$ cat src/rtl/fpnew_noncomp_wb.sv
// Writeback formatter and 2-entry buffer behind the non-computational FP unit.
// Words are formatted on push; sticky fflags accumulate the status of each popped entry.
module fpnew_noncomp_wb #(
  parameter int unsigned WIDTH   = 32,
  parameter int unsigned XLEN    = 64,
  parameter type         TagType = logic
) (
  input  logic             clk_i,
  input  logic             rst_ni,
  input  logic [WIDTH-1:0] result_i,
  input  logic [4:0]       status_i,
  input  logic             extension_bit_i,
  input  logic [9:0]       class_mask_i,
  input  logic             is_class_i,
  input  TagType           tag_i,
  input  logic             in_valid_i,
  output logic             in_ready_o,
  input  logic             flush_i,
  output logic [XLEN-1:0]  wb_data_o,
  output logic [4:0]       wb_status_o,
  output TagType           tag_o,
  output logic             out_valid_o,
  input  logic             out_ready_i,
  input  logic             fflags_clr_i,
  output logic [4:0]       fflags_o,
  output logic             busy_o
);

  // Fill first, then overlay the result so XLEN == WIDTH leaves no fill bits.
  function automatic logic [XLEN-1:0] format_word(input logic [WIDTH-1:0] res,
                                                  input logic             ext,
                                                  input logic [9:0]       mask,
                                                  input logic             is_class);
    logic [XLEN-1:0] w;
    if (is_class) begin
      w       = '0;
      w[9:0]  = mask;
    end else begin
      w              = {XLEN{ext}};
      w[WIDTH-1:0]   = res;
    end
    return w;
  endfunction

  logic [XLEN-1:0] data_q   [2];
  logic [XLEN-1:0] data_d   [2];
  logic [4:0]      status_q [2];
  logic [4:0]      status_d [2];
  TagType          tag_q    [2];
  TagType          tag_d    [2];
  logic            wr_ptr_q, wr_ptr_d;
  logic            rd_ptr_q, rd_ptr_d;
  logic [1:0]      cnt_q, cnt_d;
  logic [4:0]      fflags_q, fflags_d;
  logic            push, pop;

  assign in_ready_o  = (cnt_q != 2'd2);
  assign out_valid_o = (cnt_q != 2'd0);
  assign busy_o      = (cnt_q != 2'd0);
  assign wb_data_o   = data_q[rd_ptr_q];
  assign wb_status_o = status_q[rd_ptr_q];
  assign tag_o       = tag_q[rd_ptr_q];
  assign fflags_o    = fflags_q;

  assign push = in_valid_i & in_ready_o;
  assign pop  = out_valid_o & out_ready_i;

  always_comb begin
    data_d   = data_q;
    status_d = status_q;
    tag_d    = tag_q;
    wr_ptr_d = wr_ptr_q;
    rd_ptr_d = rd_ptr_q;
    cnt_d    = cnt_q;
    if (flush_i) begin
      wr_ptr_d = 1'b0;
      rd_ptr_d = 1'b0;
      cnt_d    = 2'd0;
    end else begin
      if (push) begin
        data_d[wr_ptr_q]   = format_word(result_i, extension_bit_i, class_mask_i, is_class_i);
        status_d[wr_ptr_q] = status_i;
        tag_d[wr_ptr_q]    = tag_i;
        wr_ptr_d           = ~wr_ptr_q;
      end
      if (pop) begin
        rd_ptr_d = ~rd_ptr_q;
      end
      case ({push, pop})
        2'b10:   cnt_d = cnt_q + 2'd1;
        2'b01:   cnt_d = cnt_q - 2'd1;
        default: cnt_d = cnt_q;
      endcase
    end
  end

  // A pop in a flush cycle is not a retirement, so its flags are not accumulated.
  always_comb begin
    fflags_d = fflags_clr_i ? 5'b0 : fflags_q;
    if (pop && !flush_i) begin
      fflags_d = fflags_d | wb_status_o;
    end
  end

  always_ff @(posedge clk_i or negedge rst_ni) begin
    if (!rst_ni) begin
      for (int i = 0; i < 2; i++) begin
        data_q[i]   <= '0;
        status_q[i] <= '0;
        tag_q[i]    <= '0;
      end
      wr_ptr_q <= 1'b0;
      rd_ptr_q <= 1'b0;
      cnt_q    <= 2'd0;
      fflags_q <= 5'b0;
    end else begin
      data_q   <= data_d;
      status_q <= status_d;
      tag_q    <= tag_d;
      wr_ptr_q <= wr_ptr_d;
      rd_ptr_q <= rd_ptr_d;
      cnt_q    <= cnt_d;
      fflags_q <= fflags_d;
    end
  end

endmodule

$ cat config.mk
export PLATFORM = sky130hd
export DESIGN_NAME = fpnew_noncomp_wb
export DESIGN_NICKNAME = d
export VERILOG_FILES = /design/src/rtl/fpnew_noncomp_wb.sv
export SDC_FILE = /design/constraint.sdc
export NUM_CORES = 1
export LEC_CHECK = 0
export ABC_CLOCK_PERIOD_IN_PS = 5000
export CAP_MARGIN = 40
export CORE_AREA = 2 2 101 103
export CTS_BUF_LIST = sky130_fd_sc_hd__clkbuf_16
export CTS_CLUSTER_SIZE = 20
export DETAILED_ROUTE_END_ITERATION = 12
export DIE_AREA = 0 0 103 105
export GPL_TIMING_DRIVEN = 0
export MAX_ROUTING_LAYER = met4
export PLACE_DENSITY_LB_ADDON = 0.1
export SYNTH_ARGS = -nofsm -noshare
export SYNTH_HDL_FRONTEND = slang
export SYNTH_SLANG_ARGS = --single-unit
$ cat constraint.sdc
create_clock -name clk_i -period 5 [get_ports clk_i]
set_clock_uncertainty 0.05 [all_clocks]
set_input_delay 0.5 -clock clk_i [delete_from_list [all_inputs] [get_ports clk_i]]
set_output_delay 0.5 -clock clk_i [all_outputs]
set_load 0.01 [all_outputs]
[Word-level counts from Yosys, hierarchy flattened]
Index checks and enable logic that the tools add are counted.
Cells by class
  add/subtract/negate cells: 2
  order comparisons: 3
  eq/ne operators: 3
  mux-type cells: 29
  bitwise gates (word level): 8
  reductions and logical operators: 8
Operators by type and width (number)
  $mux W64: 7
  $bwmux W128: 1
  $demux W64 S1: 1
  $mux W5: 6
  $bwmux W10: 1
  $mux W1: 8
  $reduce_bool A2 Y1: 3
  $demux W5 S1: 1
  $or A5 B5 Y5: 1
  $ge A2 B2 Y1 const B: 2
  $not A1 Y2: 2
  $pmux W2 S2: 1
  $not A1 Y1: 3
  $reduce_bool A3 Y1: 1
  $add A2 B1 Y2 const B: 1
  $and A1 B1 Y1: 2
  $bwmux W2: 1
  $eq A2 B1 Y1 const B: 1
  $eq A2 B2 Y1 const B: 1
  $logic_and A1 B1 Y1: 2
  $lt A2 B1 Y1 const B: 1
  $mux W2: 1
  $ne A2 B2 Y1 const B: 1
  $reduce_and A2 Y1: 1
  other kinds (3): 3
Word-level totals
  register bits: 149
  input bits: 56
  word-level logic and storage cells: 63

[Depth between registers and ports, before layout]
  word-level depth: 6
  depth in mapped cells: 6

[Least setup slack after synthesis]
OpenSTA, ideal clock, no wires.
  kind: register to output
  start point: reg rd_ptr_q
  end point: out wb_data_o[33]
  arrival time: 1.704 ns
  slack: 2.746 ns
  cell stages (with the launch flop): 5
  cells stage by stage: dfrtp_1 buf_1 buf_2 mux2_2 buf_4
On the way
  cells in the longest elaborated chain, start to end: 4
RTL lines
  start, declared: line 52  | logic rd_ptr_q, rd_ptr_d;
  start signal, assigned: line 121  | rd_ptr_q <= rd_ptr_d;
  $not A1 Y2 (not written as such): line 60  | assign wb_data_o = data_q[rd_ptr_q];
  $mux W64 (not written as such) (3 in a row): line 60
  end, declared: line 19  | output logic [XLEN-1:0] wb_data_o,
Every way passes these cells. The select of a mux whose other input is x is not followed.

[Worst setup path after layout]
  start point: reg rd_ptr_q
  end point: out wb_data_o[55]
The elaborated chain is that of the path after synthesis.

==> results.ini <==
[final_layout]
layout.cells.most_common = sky130_fd_sc_hd__clkdlybuf4s50_1
seqCellArea_sq_um = 2180
num-fill-cells = 803
postLayoutCellArea_sq_um = 6080
final_core_util_pct = 63.0
area_delta_synth_final_pct = 42.2
share_of_cells_above_drive_strength_1_pct = 37.0
most-common-layout-cells = sky130_fd_sc_hd__clkdlybuf4s50_1, sky130_fd_sc_hd__mux2_2, sky130_fd_sc_hd__dfrtp_1, sky130_fd_sc_hd__buf_4, sky130_fd_sc_hd__nor2b_1
final_nets = 513
multi_input_comb_area_sq_um = 1750
insertedDiodeCount = 0

[sta]
total_count_of_max_transition_violations_in_the_final_report = 0
period_minus_slack_ps = 3480
fin_worst_hold_slack_ps = 53.7
remaining_max_slew_budget_at_the_tightest_pin_pct = 54.2
worst_slack_ps = 1520
finalSetupViolCount = 0
timing_hold_violations_final = 0
unrepaired_setup_endpoints_after_global_routing = false
setup-tns-final_ps = 0
period_share_pct = 69.6
worstMarginPinSlew_ps = 687
highest_clock_rate_mhz = 287

[routing]
drtPass1Iterations = 4
drt_first_iter_violations = 102
vias = 2851
route.detailed.wl_per_inst_um = 15.5
route.detailed.vias_per_inst = 4.79
antenna_left = 0
postRouteWirelength_um = 9210
route.detailed.drc = 0

[yosys]
synth_cells = 313
synth_async_sr_flop_share_pct = 100
yosys_warnings = 0
synth_seq_area_share_pct = 51.0
synth-main-ff-cell = sky130_fd_sc_hd__dfrtp_1
synthesis.area_sq_um = 4270
synth_fp_nets = 369
synth_area_leader_cell = sky130_fd_sc_hd__dfrtp_1
netlist_top_cells_area = sky130_fd_sc_hd__dfrtp_1, sky130_fd_sc_hd__mux2_2, sky130_fd_sc_hd__buf_4, sky130_fd_sc_hd__mux2_1, sky130_fd_sc_hd__nor2b_1
ys_ff_latch = 87
syn_area_per_cell_sq_um = 13.7
synth_top_area_share_pct = 51.0
synth.lib_cells_used.distinct = 26
synth_edf_count = 0

[place]
port_buffer_count = 132
hpwl_after_dpl_um = 6630
pre_cts_slack_ps = 1830
place_area_sq_um = 5790
gpl.final_weighted_congestion = 0.708

[pwr]
leakage_power_summed_over_all_cells_uw = 0.00266
power.density_nw_per_um2 = 381
vdd_ir_drop_max_uv = 197

[min_path]
min_path_type = input pin to asynchronous set/reset pin

[floorplan]
start_util_pct = 44.3
die-height_um = 105
top_level_ports = 134
number_of_core_rows = 36
die_area_sq_um = 10800
design.core.area_sq_um = 9640
die_width_um = 103

[clock_network]
clk_pin_slew_worst_paths_ps = 60
clock_latency_reported_for_the_late_side_of_the_worst_skew_pair_ps = 330
post_cts.repair.setup_buffers = 0
cts-root-to-sink-buffers = 2
clockRootBuffer = sky130_fd_sc_hd__clkbuf_16
postCtsHoldBufs = 0
cts_sinks = 87
post_cts_sizing_count = 0
cts_tree = built
numCtsBuffers = 9
htree_levels = 3

[worst_setup_path]
ordered_list_of_cells_on_the_worst_path = buf_1, buf_2, mux2_2, buf_4, clkdlybuf4s50_1
critical_path.slowest_cell = sky130_fd_sc_hd__mux2_2
worst-endpoint-arrival_ps = 2930
crit_path_end_kind = output port
setup_cp_type = flop to output port
worstPathRequired_ps = 4450
worstRegToRegCells = 5
worstReg2RegStart = cnt_q[1]$_DFFE_PN0P_
setup.reg_to_reg.worst_slack_ps = 3140
kind_of_launch_point_of_the_worst_setup_path = flop
worst-path-max-fanout = 32
crit_path_max_incr_delay_ps = 560
r2r-end = status_q[5]$_DFFE_PN0P_

[outcome]
status = finished clean

[run]
max_cap_violations = 0

[grt]
grt-ovfl-total = 0
number_of_global_route_vias_before_repair = 2952
antenna_found_initial = 0
grt_first_pass_wirelength_um = 14900
global_route.usage.total_pct = 18.2
grt_max_degree = 58

-- cells by family (layout without fill, tap and decap cells) --
| family | count (synthesis) | in the layout | share of synthesized area (%) |
|---|---|---|---|
| xor+xnor | 1 | 1 | 0.205 |
| compound gates | 13 | 13 | 2.08 |
| mux | 128 | 128 | 33.7 |
| simple gates | 33 | 33 | 5.04 |
| flops | 87 | 87 | 51.0 |
| buf+inv | 51 | 200 | 8.02 |
-- final cells by class --
cell class,count,share of cell area (%)
Multi-Input combinational cell,175,28.8
Clock buffer,9,3.71
Buffer,48,5.46
Sequential cell,87,35.8
Inverter,3,0.185
Tap cell,133,2.74
Clock inverter,7,1.09
Timing Repair Buffer,133,22.2
-- per-layer routing --
layer / global-route usage (%) / share of wire (%) / up-vias
met1: 23.8 / 46 / 1398
li1: - / - / 1354
met2: 28.2 / 47 / 91
met5: - / 0 / -
met4: 5.45 / 0.89 / 0
met3: 4.08 / 6.3 / 8
-- synthesized netlist by cell type, types with 2 or more instances --
| cell | count |
|---|---|
| sky130_fd_sc_hd__a21oi_1 | 4 |
| sky130_fd_sc_hd__clkbuf_1 | 4 |
| sky130_fd_sc_hd__nor2b_1 | 23 |
| sky130_fd_sc_hd__o21ai_0 | 2 |
| sky130_fd_sc_hd__dfrtp_1 | 87 |
| sky130_fd_sc_hd__or2_2 | 2 |
| sky130_fd_sc_hd__mux2_1 | 21 |
| sky130_fd_sc_hd__buf_4 | 34 |
| sky130_fd_sc_hd__mux2_2 | 106 |
| sky130_fd_sc_hd__buf_6 | 2 |
| sky130_fd_sc_hd__nor2_1 | 2 |
| sky130_fd_sc_hd__buf_2 | 7 |
| sky130_fd_sc_hd__a22o_1 | 5 |
| sky130_fd_sc_hd__inv_2 | 2 |
-- critical path, delay by kind of cell (launching register included) --
family   cells  cell delay, ps
mux          1             560
flops        1             440
buf+inv      4            1580
-- state kept, by name, summed over array words and instances (netlist names) --
register / flops
cnt_q: 2
data_q: 66
fflags_o: 5
rd_ptr_q: 1
status_q: 10
tag_q: 2
wr_ptr_q: 1
-- report_power, final --
group / internal, uW / switching, uW / total, uW
combinational: 485 / 260 / 745
sequential: 850 / 68.4 / 919
clock: 383 / 267 / 651
-- through the flow --
| step | power, uW | cells |
|---|---|---|
| 4_1_cts | 2340 | 595 |
| 3_3_place_gp | 1660 | 578 |
| 5_1_grt | 2440 | 595 |
| 2_1_floorplan | 1320 | 313 |
| 6_report | 2310 | 595 |
| 3_5_place_dp | 1680 | 579 |
-- how the worst max path moves through the flow --
stage / start / end / slack (ps) / depth (start not counted)
after floorplan: rd_ptr_q$_DFFE_PN0P_ / wb_data_o[33] / 2750 / 4
after global placement: rst_ni / data_q[93]$_DFFE_PN0P_ / 300 / 1
after detailed placement: rd_ptr_q$_DFFE_PN0P_ / wb_data_o[55] / 1830 / 5
after CTS: rd_ptr_q$_DFFE_PN0P_ / wb_data_o[55] / 1460 / 5
after global routing: rd_ptr_q$_DFFE_PN0P_ / wb_data_o[61] / 1300 / 5
final: rd_ptr_q$_DFFE_PN0P_ / wb_data_o[55] / 1520 / 5
(Power assumes the default switching activity.)
